==> config.mk <==
export PLATFORM = sky130hd
export DESIGN_NAME = dm_arbiter_flat
export DESIGN_NICKNAME = d
export VERILOG_FILES = /design/src/rtl/dm_pkg.sv /design/src/rtl/dm_arbiter_if.sv /design/src/rtl/dm_starve_ctr.sv /design/src/rtl/dm_arbiter.sv /design/src/flat_wrapper.sv
export SDC_FILE = /design/constraint.sdc
export NUM_CORES = 1
export LEC_CHECK = 0
export CAP_MARGIN = 20
export CELL_PAD_IN_SITES_DETAIL_PLACEMENT = 2
export CELL_PAD_IN_SITES_GLOBAL_PLACEMENT = 2
export CORE_MARGIN = 1.5
export CORE_UTILIZATION = 10
export DETAILED_ROUTE_END_ITERATION = 8
export PLACE_DENSITY = 0.89
export SYNTH_ARGS = -nofsm -noshare
export SYNTH_HDL_FRONTEND = slang
export SYNTH_HIERARCHICAL = 1
export SYNTH_SLANG_ARGS = --single-unit
==> constraint.sdc <==
create_clock -name clk -period 1.43 [get_ports clk]
set_input_delay 0.286 -clock clk [delete_from_list [all_inputs] [get_ports clk]]
set_output_delay 0.286 -clock clk [all_outputs]
set_load 0.01 [all_outputs]
==> src/rtl/dm_pkg.sv <==
// Shared constants for the data-memory arbiter slice.
//   DM_AW/DM_DW   : address/data width presented to the data memory
//   DM_DEPTH      : physical depth of the single-ported data memory
//   DM_MAX_WAIT   : default denial limit before port 1 is force-granted
//   DM_CNT_W      : width of the port 1 wait counter
//   PORT_CPU/DISP : requester port indices
package dm_pkg;

  localparam int unsigned DM_AW       = 13;
  localparam int unsigned DM_DW       = 16;
  localparam int unsigned DM_DEPTH    = 2048;
  localparam int unsigned DM_MAX_WAIT = 4;
  localparam int unsigned DM_CNT_W    = 4;
  localparam int unsigned PORT_CPU    = 0;
  localparam int unsigned PORT_DISP   = 1;

endpackage

==> src/rtl/dm_arbiter_if.sv <==
// Requester-side bundle of the data-memory arbiter.
//   req/we/addr/wdata : request payload, held stable until gnt
//   gnt               : access performed this cycle (combinational)
//   rvalid            : rdata carries this port's read result (registered)
//   rdata             : shared read data
// master = requesters, slave = arbiter.
interface dm_arbiter_if
  import dm_pkg::*;
#(
  parameter int unsigned AW = DM_AW,
  parameter int unsigned DW = DM_DW
);

  logic          req0;
  logic          we0;
  logic [AW-1:0] addr0;
  logic [DW-1:0] wdata0;
  logic          gnt0;
  logic          rvalid0;

  logic          req1;
  logic          we1;
  logic [AW-1:0] addr1;
  logic [DW-1:0] wdata1;
  logic          gnt1;
  logic          rvalid1;

  logic [DW-1:0] rdata;

  modport master (
    output req0, we0, addr0, wdata0,
    output req1, we1, addr1, wdata1,
    input  gnt0, rvalid0, gnt1, rvalid1, rdata
  );

  modport slave (
    input  req0, we0, addr0, wdata0,
    input  req1, we1, addr1, wdata1,
    output gnt0, rvalid0, gnt1, rvalid1, rdata
  );

endinterface

==> src/rtl/dm_starve_ctr.sv <==
// Port 1 starvation guard: counts consecutive denied cycles of port 1,
// raises force_c once the limit is reached and pulses starve_evt the
// cycle after a forced grant that actually overrode port 0.
//   clk, rst_n  : clock, async active-low reset
//   req0, req1  : requests (already reset-qualified by the parent)
//   gnt1        : port 1 grant this cycle
//   force_c     : port 1 must win this cycle (combinational)
//   starve_evt  : one-cycle registered pulse
module dm_starve_ctr
  import dm_pkg::*;
#(
  parameter int unsigned MAX_WAIT = DM_MAX_WAIT
) (
  input  logic clk,
  input  logic rst_n,
  input  logic req0,
  input  logic req1,
  input  logic gnt1,
  output logic force_c,
  output logic starve_evt
);

  localparam int unsigned CNT_W = DM_CNT_W;

  logic [CNT_W-1:0] wait_cnt_q, wait_cnt_d;
  logic             starve_evt_q, starve_evt_d;

  // Saturating denial counter and force pulse.
  always_comb begin
    wait_cnt_d   = '0;
    force_c      = req1 & (wait_cnt_q >= CNT_W'(MAX_WAIT));
    starve_evt_d = force_c & gnt1 & req0;
    if (req1 && !gnt1) begin
      wait_cnt_d = (wait_cnt_q == '1) ? wait_cnt_q : wait_cnt_q + CNT_W'(1);
    end
  end

  always_ff @(posedge clk or negedge rst_n) begin
    if (!rst_n) begin
      wait_cnt_q   <= '0;
      starve_evt_q <= 1'b0;
    end else begin
      wait_cnt_q   <= wait_cnt_d;
      starve_evt_q <= starve_evt_d;
    end
  end

  assign starve_evt = starve_evt_q;

endmodule

==> src/rtl/dm_arbiter.sv <==
// Two-port arbiter in front of the single-ported data memory. Port 0
// (CPU) has priority; port 1 (display fetch) is force-granted after
// MAX_WAIT consecutive denials. Grants and memory drive are combinational
// (memory samples on the falling edge), read-valid strobes are registered.
//   clk, rst_n  : clock, async active-low reset
//   bus         : requester bundle (slave side)
//   dm_re/dm_we : memory read/write enables
//   dm_addr     : memory address, zero when idle
//   dm_wdata    : memory write data, zero when idle
//   dm_rd_data  : memory read data, passed through to bus.rdata
//   starve_evt  : pulse after a forced grant to port 1
module dm_arbiter
  import dm_pkg::*;
#(
  parameter int unsigned AW       = DM_AW,
  parameter int unsigned DW       = DM_DW,
  parameter int unsigned MAX_WAIT = DM_MAX_WAIT
) (
  input  logic          clk,
  input  logic          rst_n,
  dm_arbiter_if.slave   bus,
  output logic          dm_re,
  output logic          dm_we,
  output logic [AW-1:0] dm_addr,
  output logic [DW-1:0] dm_wdata,
  input  logic [DW-1:0] dm_rd_data,
  output logic          starve_evt
);

  logic req0_c, req1_c;
  logic gnt0_c, gnt1_c;
  logic force_c;
  logic we_sel_c;
  logic rvalid0_q, rvalid0_d;
  logic rvalid1_q, rvalid1_d;

  // Requests are masked while in reset so the memory stays idle.
  assign req0_c = bus.req0 & rst_n;
  assign req1_c = bus.req1 & rst_n;

  dm_starve_ctr #(
    .MAX_WAIT (MAX_WAIT)
  ) u_starve (
    .clk        (clk),
    .rst_n      (rst_n),
    .req0       (req0_c),
    .req1       (req1_c),
    .gnt1       (gnt1_c),
    .force_c    (force_c),
    .starve_evt (starve_evt)
  );

  // Grant, memory mux and next read-valid tags.
  always_comb begin
    gnt1_c    = req1_c & (~req0_c | force_c);
    gnt0_c    = req0_c & ~gnt1_c;
    we_sel_c  = 1'b0;
    dm_addr   = '0;
    dm_wdata  = '0;
    if (gnt1_c) begin
      we_sel_c = bus.we1;
      dm_addr  = bus.addr1;
      dm_wdata = bus.wdata1;
    end else if (gnt0_c) begin
      we_sel_c = bus.we0;
      dm_addr  = bus.addr0;
      dm_wdata = bus.wdata0;
    end
    dm_re     = (gnt0_c | gnt1_c) & ~we_sel_c;
    dm_we     = (gnt0_c | gnt1_c) &  we_sel_c;
    rvalid0_d = gnt0_c & ~bus.we0;
    rvalid1_d = gnt1_c & ~bus.we1;
  end

  always_ff @(posedge clk or negedge rst_n) begin
    if (!rst_n) begin
      rvalid0_q <= 1'b0;
      rvalid1_q <= 1'b0;
    end else begin
      rvalid0_q <= rvalid0_d;
      rvalid1_q <= rvalid1_d;
    end
  end

  assign bus.gnt0    = gnt0_c;
  assign bus.gnt1    = gnt1_c;
  assign bus.rvalid0 = rvalid0_q;
  assign bus.rvalid1 = rvalid1_q;
  assign bus.rdata   = dm_rd_data;

endmodule

==> src/flat_wrapper.sv <==
// flat-port wrapper written by rule: the top's interface ports become plain ports
module dm_arbiter_flat import dm_pkg::*;
#(
  parameter int unsigned AW       = DM_AW,
  parameter int unsigned DW       = DM_DW,
  parameter int unsigned MAX_WAIT = DM_MAX_WAIT
)
  (clk, rst_n, dm_re, dm_we, dm_addr, dm_wdata, dm_rd_data, starve_evt, bus_req0, bus_we0, bus_addr0, bus_wdata0, bus_req1, bus_we1, bus_addr1, bus_wdata1, bus_gnt0, bus_rvalid0, bus_gnt1, bus_rvalid1, bus_rdata);
  dm_arbiter_if #(.AW(AW), .DW(DW)) bus_i ();
  input  logic clk;
  input  logic rst_n;
  output logic dm_re;
  output logic dm_we;
  output logic [AW-1:0] dm_addr;
  output logic [DW-1:0] dm_wdata;
  input  logic [DW-1:0] dm_rd_data;
  output logic starve_evt;
  input wire logic [$bits(bus_i.req0)-1:0] bus_req0;
  input wire logic [$bits(bus_i.we0)-1:0] bus_we0;
  input wire logic [$bits(bus_i.addr0)-1:0] bus_addr0;
  input wire logic [$bits(bus_i.wdata0)-1:0] bus_wdata0;
  input wire logic [$bits(bus_i.req1)-1:0] bus_req1;
  input wire logic [$bits(bus_i.we1)-1:0] bus_we1;
  input wire logic [$bits(bus_i.addr1)-1:0] bus_addr1;
  input wire logic [$bits(bus_i.wdata1)-1:0] bus_wdata1;
  output wire logic [$bits(bus_i.gnt0)-1:0] bus_gnt0;
  output wire logic [$bits(bus_i.rvalid0)-1:0] bus_rvalid0;
  output wire logic [$bits(bus_i.gnt1)-1:0] bus_gnt1;
  output wire logic [$bits(bus_i.rvalid1)-1:0] bus_rvalid1;
  output wire logic [$bits(bus_i.rdata)-1:0] bus_rdata;
  assign bus_i.req0 = bus_req0;
  assign bus_i.we0 = bus_we0;
  assign bus_i.addr0 = bus_addr0;
  assign bus_i.wdata0 = bus_wdata0;
  assign bus_i.req1 = bus_req1;
  assign bus_i.we1 = bus_we1;
  assign bus_i.addr1 = bus_addr1;
  assign bus_i.wdata1 = bus_wdata1;
  assign bus_gnt0 = bus_i.gnt0;
  assign bus_rvalid0 = bus_i.rvalid0;
  assign bus_gnt1 = bus_i.gnt1;
  assign bus_rvalid1 = bus_i.rvalid1;
  assign bus_rdata = bus_i.rdata;
  dm_arbiter #(.AW(AW), .DW(DW), .MAX_WAIT(MAX_WAIT)) u_core (.clk(clk), .rst_n(rst_n), .bus(bus_i), .dm_re(dm_re), .dm_we(dm_we), .dm_addr(dm_addr), .dm_wdata(dm_wdata), .dm_rd_data(dm_rd_data), .starve_evt(starve_evt));
endmodule
* After elaboration in Yosys (flattened, before gate mapping)
Index checks and enable logic that the tools add are counted.
** Word-level totals
- Bits in registers :: 7
- Output and inout port bits :: 52
- Word-level logic and storage cells :: 36
** Operators by class
- Add/sub/neg operators :: 1
- Order comparisons :: 1
- Equal/unequal tests :: 2
- Muxes and demuxes :: 8
- Bitwise operators :: 18
- Reduce and logical (&&, ||, !) cells :: 2
** Operator list (number)
- $mux 16 :: 2
- $mux 13 :: 2
- $and 1x1->1 :: 11
- $mux 4 :: 2
- $not 1->1 :: 5
- $add 4x1->4 const B :: 1
- $eq 4x4->1 const B :: 1
- $ge 4x3->1 const B :: 1
- $mux 1 :: 2
- $ne 2x2->1 const B :: 1
- $or 1x1->1 :: 2
- $logic_and 1x1->1 :: 1
- $logic_not 1->1 :: 1

* Depth between registers and ports, before layout
- Depth after elaboration :: 10
- Mapped depth :: 8

* By module
The synthesis kept the hierarchy.
** Modules (own cells, without submodules)
- dm_arbiter :: times used 1, cells each 135, area each 784.5 um^2
- dm_starve_ctr :: times used 1, cells each 23, area each 261.5 um^2

* Least setup slack after synthesis
OpenSTA, ideal clock, no wires.
- Path type :: input-to-output
- From :: input port rst_n
- To :: output port dm_wdata[0]
- Arrival time :: 1.279 ns
- Data required time :: 1.144 ns
- Setup slack :: -0.135 ns
- Stages on the path :: 8
- Path buffers :: 2
- Cells stage by stage :: buf_4 nand2_1 inv_1 o21a_1 nand2b_2 nand2_2 buf_6 o22ai_1
** Between the ends
- Cells in the longest elaborated chain, start to end :: 8
** Ends and longest elaborated chain
- start, declared :: line flat_wrapper.sv:11 : input logic rst_n;
- $and 1x1->1 (*) :: line dm_arbiter.sv:39 : assign req1_c = bus.req1 & rst_n;
- named net u_core.req1_c :: line dm_arbiter.sv:30 : logic req0_c, req1_c;
- $and 1x1->1 (*) :: line dm_starve_ctr.sv:31 : force_c = req1 & (wait_cnt_q >= CNT_W'(MAX_WAIT));
- named net u_core.force_c :: line dm_arbiter.sv:32 : logic force_c;
- $or 1x1->1 (*) :: line dm_arbiter.sv:55 : gnt1_c = req1_c & (~req0_c | force_c);
- $and 1x1->1 (*) :: line dm_arbiter.sv:55
- $not 1->1 :: line dm_arbiter.sv:56 : gnt0_c = req0_c & ~gnt1_c;
- $and 1x1->1 :: line dm_arbiter.sv:56
- $mux 16 :: line dm_arbiter.sv:64 : end else if (gnt0_c) begin
- $mux 16 (*) :: line dm_arbiter.sv:60 : if (gnt1_c) begin
- end, declared :: line flat_wrapper.sv:15 : output logic [DW-1:0] dm_wdata;
The timed path passes the listed nets; every way through them passes the cells marked *.

* Worst setup path in the final report
- From :: register u_core.u_starve.wait_cnt_q[2]
- To :: output port dm_addr[11]
** Between the ends
- Cells in the longest elaborated chain, start to end :: 8
** Ends and longest elaborated chain
- start, declared :: line dm_starve_ctr.sv:25 : logic [CNT_W-1:0] wait_cnt_q, wait_cnt_d;
- start signal, assigned :: line dm_starve_ctr.sv:43 : wait_cnt_q <= wait_cnt_d;
- $ge 4x3->1 (*) :: line dm_starve_ctr.sv:31
- $and 1x1->1 (*) :: line dm_starve_ctr.sv:31
- named net u_core.force_c :: line dm_arbiter.sv:32
- $or 1x1->1 (*) :: line dm_arbiter.sv:55
- $and 1x1->1 (*) :: line dm_arbiter.sv:55
- $not 1->1 :: line dm_arbiter.sv:56
- $and 1x1->1 :: line dm_arbiter.sv:56
- $mux 13 :: line dm_arbiter.sv:64
- $mux 13 (*) :: line dm_arbiter.sv:60
- end, declared :: line flat_wrapper.sv:14 : output logic [AW-1:0] dm_addr;
Marks and branches as above.

==> qor.csv <==
stage,metric,value,unit
detailed_routing,DRC Markers,0,
cells_and_area,Antenna Cells,0,
setup_path,worst path required time,1140,ps
floorplan,floorplan row count,37,
clock_network,Clock Tree Buf Depth,2,
yosys,Synth Area in XOR/XNOR,0,%
grt,gr busiest metal,met2,
floorplan,IO Pins,132,
cells_and_area,layout cells sized above 1,42.3,%
clock_network,CTS tree,built,
grt,largest net degree at the start of global routing,35,
yosys,post-synthesis mux area share,0.957,%
pwr,power density over the cells,449,nW/um2
yosys,mapped cell area,1050,um2
setup_path,max incr delay on CP,380,ps
clock_network,clock transition at the registers of the reported paths,40,ps
yosys,"Warnings, synthesis",6,
floorplan,Core Region,10200,um2
placement,port buffer count,99,
detailed_routing,1st-iter DRT viols,45,
cells_and_area,nets,342,
timing,Final TNS setup,-12470,ps
detailed_routing,drt first pass iters,4,
timing,Slew Limit Fails,0,
yosys,post-synth top area cell,nand2_1,
clock_network,Num Clock Sinks,7,
grt,met1 usage,11.2,%
setup_path,worst r2r src,u_core/u_starve/wait_cnt_q[2],
detailed_routing,vias per cell,3.88,
timing,Final Setup Violations,34,
floorplan,die area,11100,um2
placement,pre-CTS WS,-1140,ps
floorplan,Initial Util,10.2,%
cells_and_area,cell area after layout,2880,um2
grt,gr usage total,10.2,%
grt,vias in the first global route,1725,
setup_path,slowest cell on the critical path,dfrtp_1,
setup_path,Reg2Reg Capture Point,u_core/u_starve/wait_cnt_q[3],
setup_path,Critical Path End Type,output port,
worst_hold_path,HP Class,in -> async,
setup_path,worst-path cell chain,o21a_1 -> nand2_2 -> nand2_4 -> bufbuf_16 -> o22ai_4 -> buf_2,
detailed_routing,DR WL/cell,14.8,um
setup_path,CP Launch Type,flip-flop,
status,run status,"complete, but fails checks",
timing,crit path time final,1830,ps
yosys,register bit count reported by yosys,7,
pwr,Pleak,1.13,nW
status,failing checks,setup timing,
yosys,Synth Instances,158,
yosys,Syn Nets,239,
grt,met3 usage,2.54,%
clock_network,clock latency on the worst-skew pair,240,ps
timing,Final period util,128,%
yosys,post-synthesis simple-gate area fraction,33.9,%
placement,Final HPWL DP,4690,um
yosys,Syn Area/Cell,6.62,um2
setup_path,CP Class,reg -> out,
yosys,sequential fraction of the synthesis area,16.7,%
yosys,Adder-Cell Fraction of Synth Area,1.20,%
setup_path,Crit Path Max Fanout,6,
grt,global-route wire length before repair,8920,um
timing,worst rel slew slack,77.7,%
setup_path,crit path buf inv count,2,
detailed_routing,post-route ant nets,0,
floorplan,Die W,105,um
clock_network,H-tree depth,1,
yosys,compound-gate portion of the synthesized area,26.2,%
placement,"Cell Area, Placed",2620,um2
placement,RePlAce Congestion,0.735,
yosys,Netlist cell types,29,
pwr,VDD IR max,0.353,mV
floorplan,DIE HEIGHT,105,um
timing,Max Fclk,0.545,GHz
timing,final worst slack,-404,ps
yosys,Yosys top cell area share,23.0,%
clock_network,# hold bufs at CTS,0,
job,max cap viols,0,
setup_path,critical path data arrival time,1550,ps
timing,Slew @ Worst Pin,335,ps
grt,gr ovfl total,0,
cells_and_area,area delta synth->final,175,%
setup_path,Reg2Reg Depth,6,
setup_path,Worst R2R Setup Slack,-60,ps
timing,RSZ-0062 raised after global routing,yes,
timing,Final Skew,4.04,ps
grt,initial antenna violation count,0,
clock_network,CTS Root Buffer Type,clkbuf_8,
grt,met2 usage,19.4,%
timing,final hold violation count,0,
yosys,Synth area leaders,"nand2_1 23%, dfrtp_1 17%, o22ai_1 14%",
clock_network,CTS buffer count,3,
detailed_routing,Post-Route WL,5880,um
detailed_routing,via count,1538,
setup_path,critical path's top delay family,buffers and inverters,
yosys,largest family of logic cells by synthesized area,simple AND/OR/NAND/NOR gates,
==> metrics by stage <==
step	hold WS (ps)	std cells	power [mW]	util (%)
2_1_floorplan	-9.59	158	0.610	-
3_5_place_dp	503	384	0.939	25.6
4_1_cts	249	395	1.30	27.6
3_3_place_gp	498	384	0.915	25.6
5_1_grt	251	396	1.37	28.1
6_report	231	396	1.29	28.1
==> layout make-up <==
cell class	count	area, um2
fill	1143	7360
timing repair buffer	127	1380
multi-input combinational	119	1090
sequential	7	175
tap	136	170
clock buffer	4	45.0
inverter	3	11.3
==> Yosys cell counts <==
master      n
and2_1      2
buf_4      18
ha_1        1
inv_1       3
nand3_1     1
a31oi_1     1
nor2_1      2
o22ai_1    24
o22ai_2     6
buf_6       3
nand2_1    64
a31o_2      1
nor2b_2     1
a211oi_2    1
nand4_1     1
dfrtp_1     7
nand2b_2    1
nand2_2     1
o21a_1      1
buf_2       8
nor3_2      1
and3_1      2
nand3b_1    2
mux2i_1     1
and3b_1     1
nor2b_1     1
nand2b_1    1
o2bb2ai_1   1
a21oi_1     1
==> cells by family after synthesis <==
family                     after synthesis
DFF                                      7
muxes                                    1
adders and majority gates                1
buffers and inverters                   32
and+or+nand+nor                         81
AOI/OAI and AO/OA                       36
==> worst reg2reg max path, cell delays in order (launching register included) <==
cell and delay (ps):
dfrtp_1 380, o21a_1 230, nand2b_4 180, nor2b_4 160, buf_6 120, nand2b_4 150
a211oi_2 190
==> layout by cell type, fill, tap and decap left out, types with 2 or more instances in the layout <==
cell type	count
buf_6	30
and2_1	2
dlygate4sd2_1	2
buf_2	7
nand2b_4	2
nand2_1	60
clkdlybuf4s50_1	61
clkbuf_8	3
buf_12	7
and3_1	2
o22ai_4	30
nand3b_1	2
inv_1	2
nand2_4	3
dfrtp_1	7
nor2_1	2
buf_4	15
buf_16	3
==> state kept, by name (all words and copies together), names as in the netlist <==
name	cells
u_core/u_starve/wait_cnt_q	4
u_core/bus.rvalid0	1
u_core/u_starve/starve_evt	1
u_core/bus.rvalid1	1
==> how the worst max path moves through the flow <==
stage / startpoint / to / cells after the start
after global routing: u_core/u_starve/wait_cnt_q[2] / dm_addr[1] / 7
after detailed placement: bus_req1 / dm_wdata[9] / 9
after floorplan: rst_n / dm_addr[0] / 8
after global placement: bus_req1 / dm_wdata[8] / 9
after CTS: u_core/u_starve/wait_cnt_q[3] / dm_wdata[10] / 6
final: u_core/u_starve/wait_cnt_q[2] / dm_addr[11] / 6
==> per-layer routing <==
| layer | part of all wire (%) | vias up |
|---|---|---|
| li1 | - | 730 |
| met1 | 37 | 735 |
| met2 | 55 | 68 |
| met3 | 7.2 | 5 |
| met4 | 1.1 | 0 |
| met5 | 0 | - |
==> repair_timing <==
action | 4_1_cts | 5_1_grt
gates resized for setup | 170 | 10
pin swaps | 4 | 5
endpoints found under the setup margin | 40 | 38
setup buffers | 3 | 2
gates cloned | 4 | 0
==> power by group <==
group / total, mW / switching (mW) / internal [mW] / leakage, nW
clock network: 0.296 / 0.102 / 0.194 / 0.0228
logic: 0.787 / 0.330 / 0.457 / 1.02
registers: 0.207 / 0.00369 / 0.203 / 0.0961
Power figures use the tool's default switching activity.
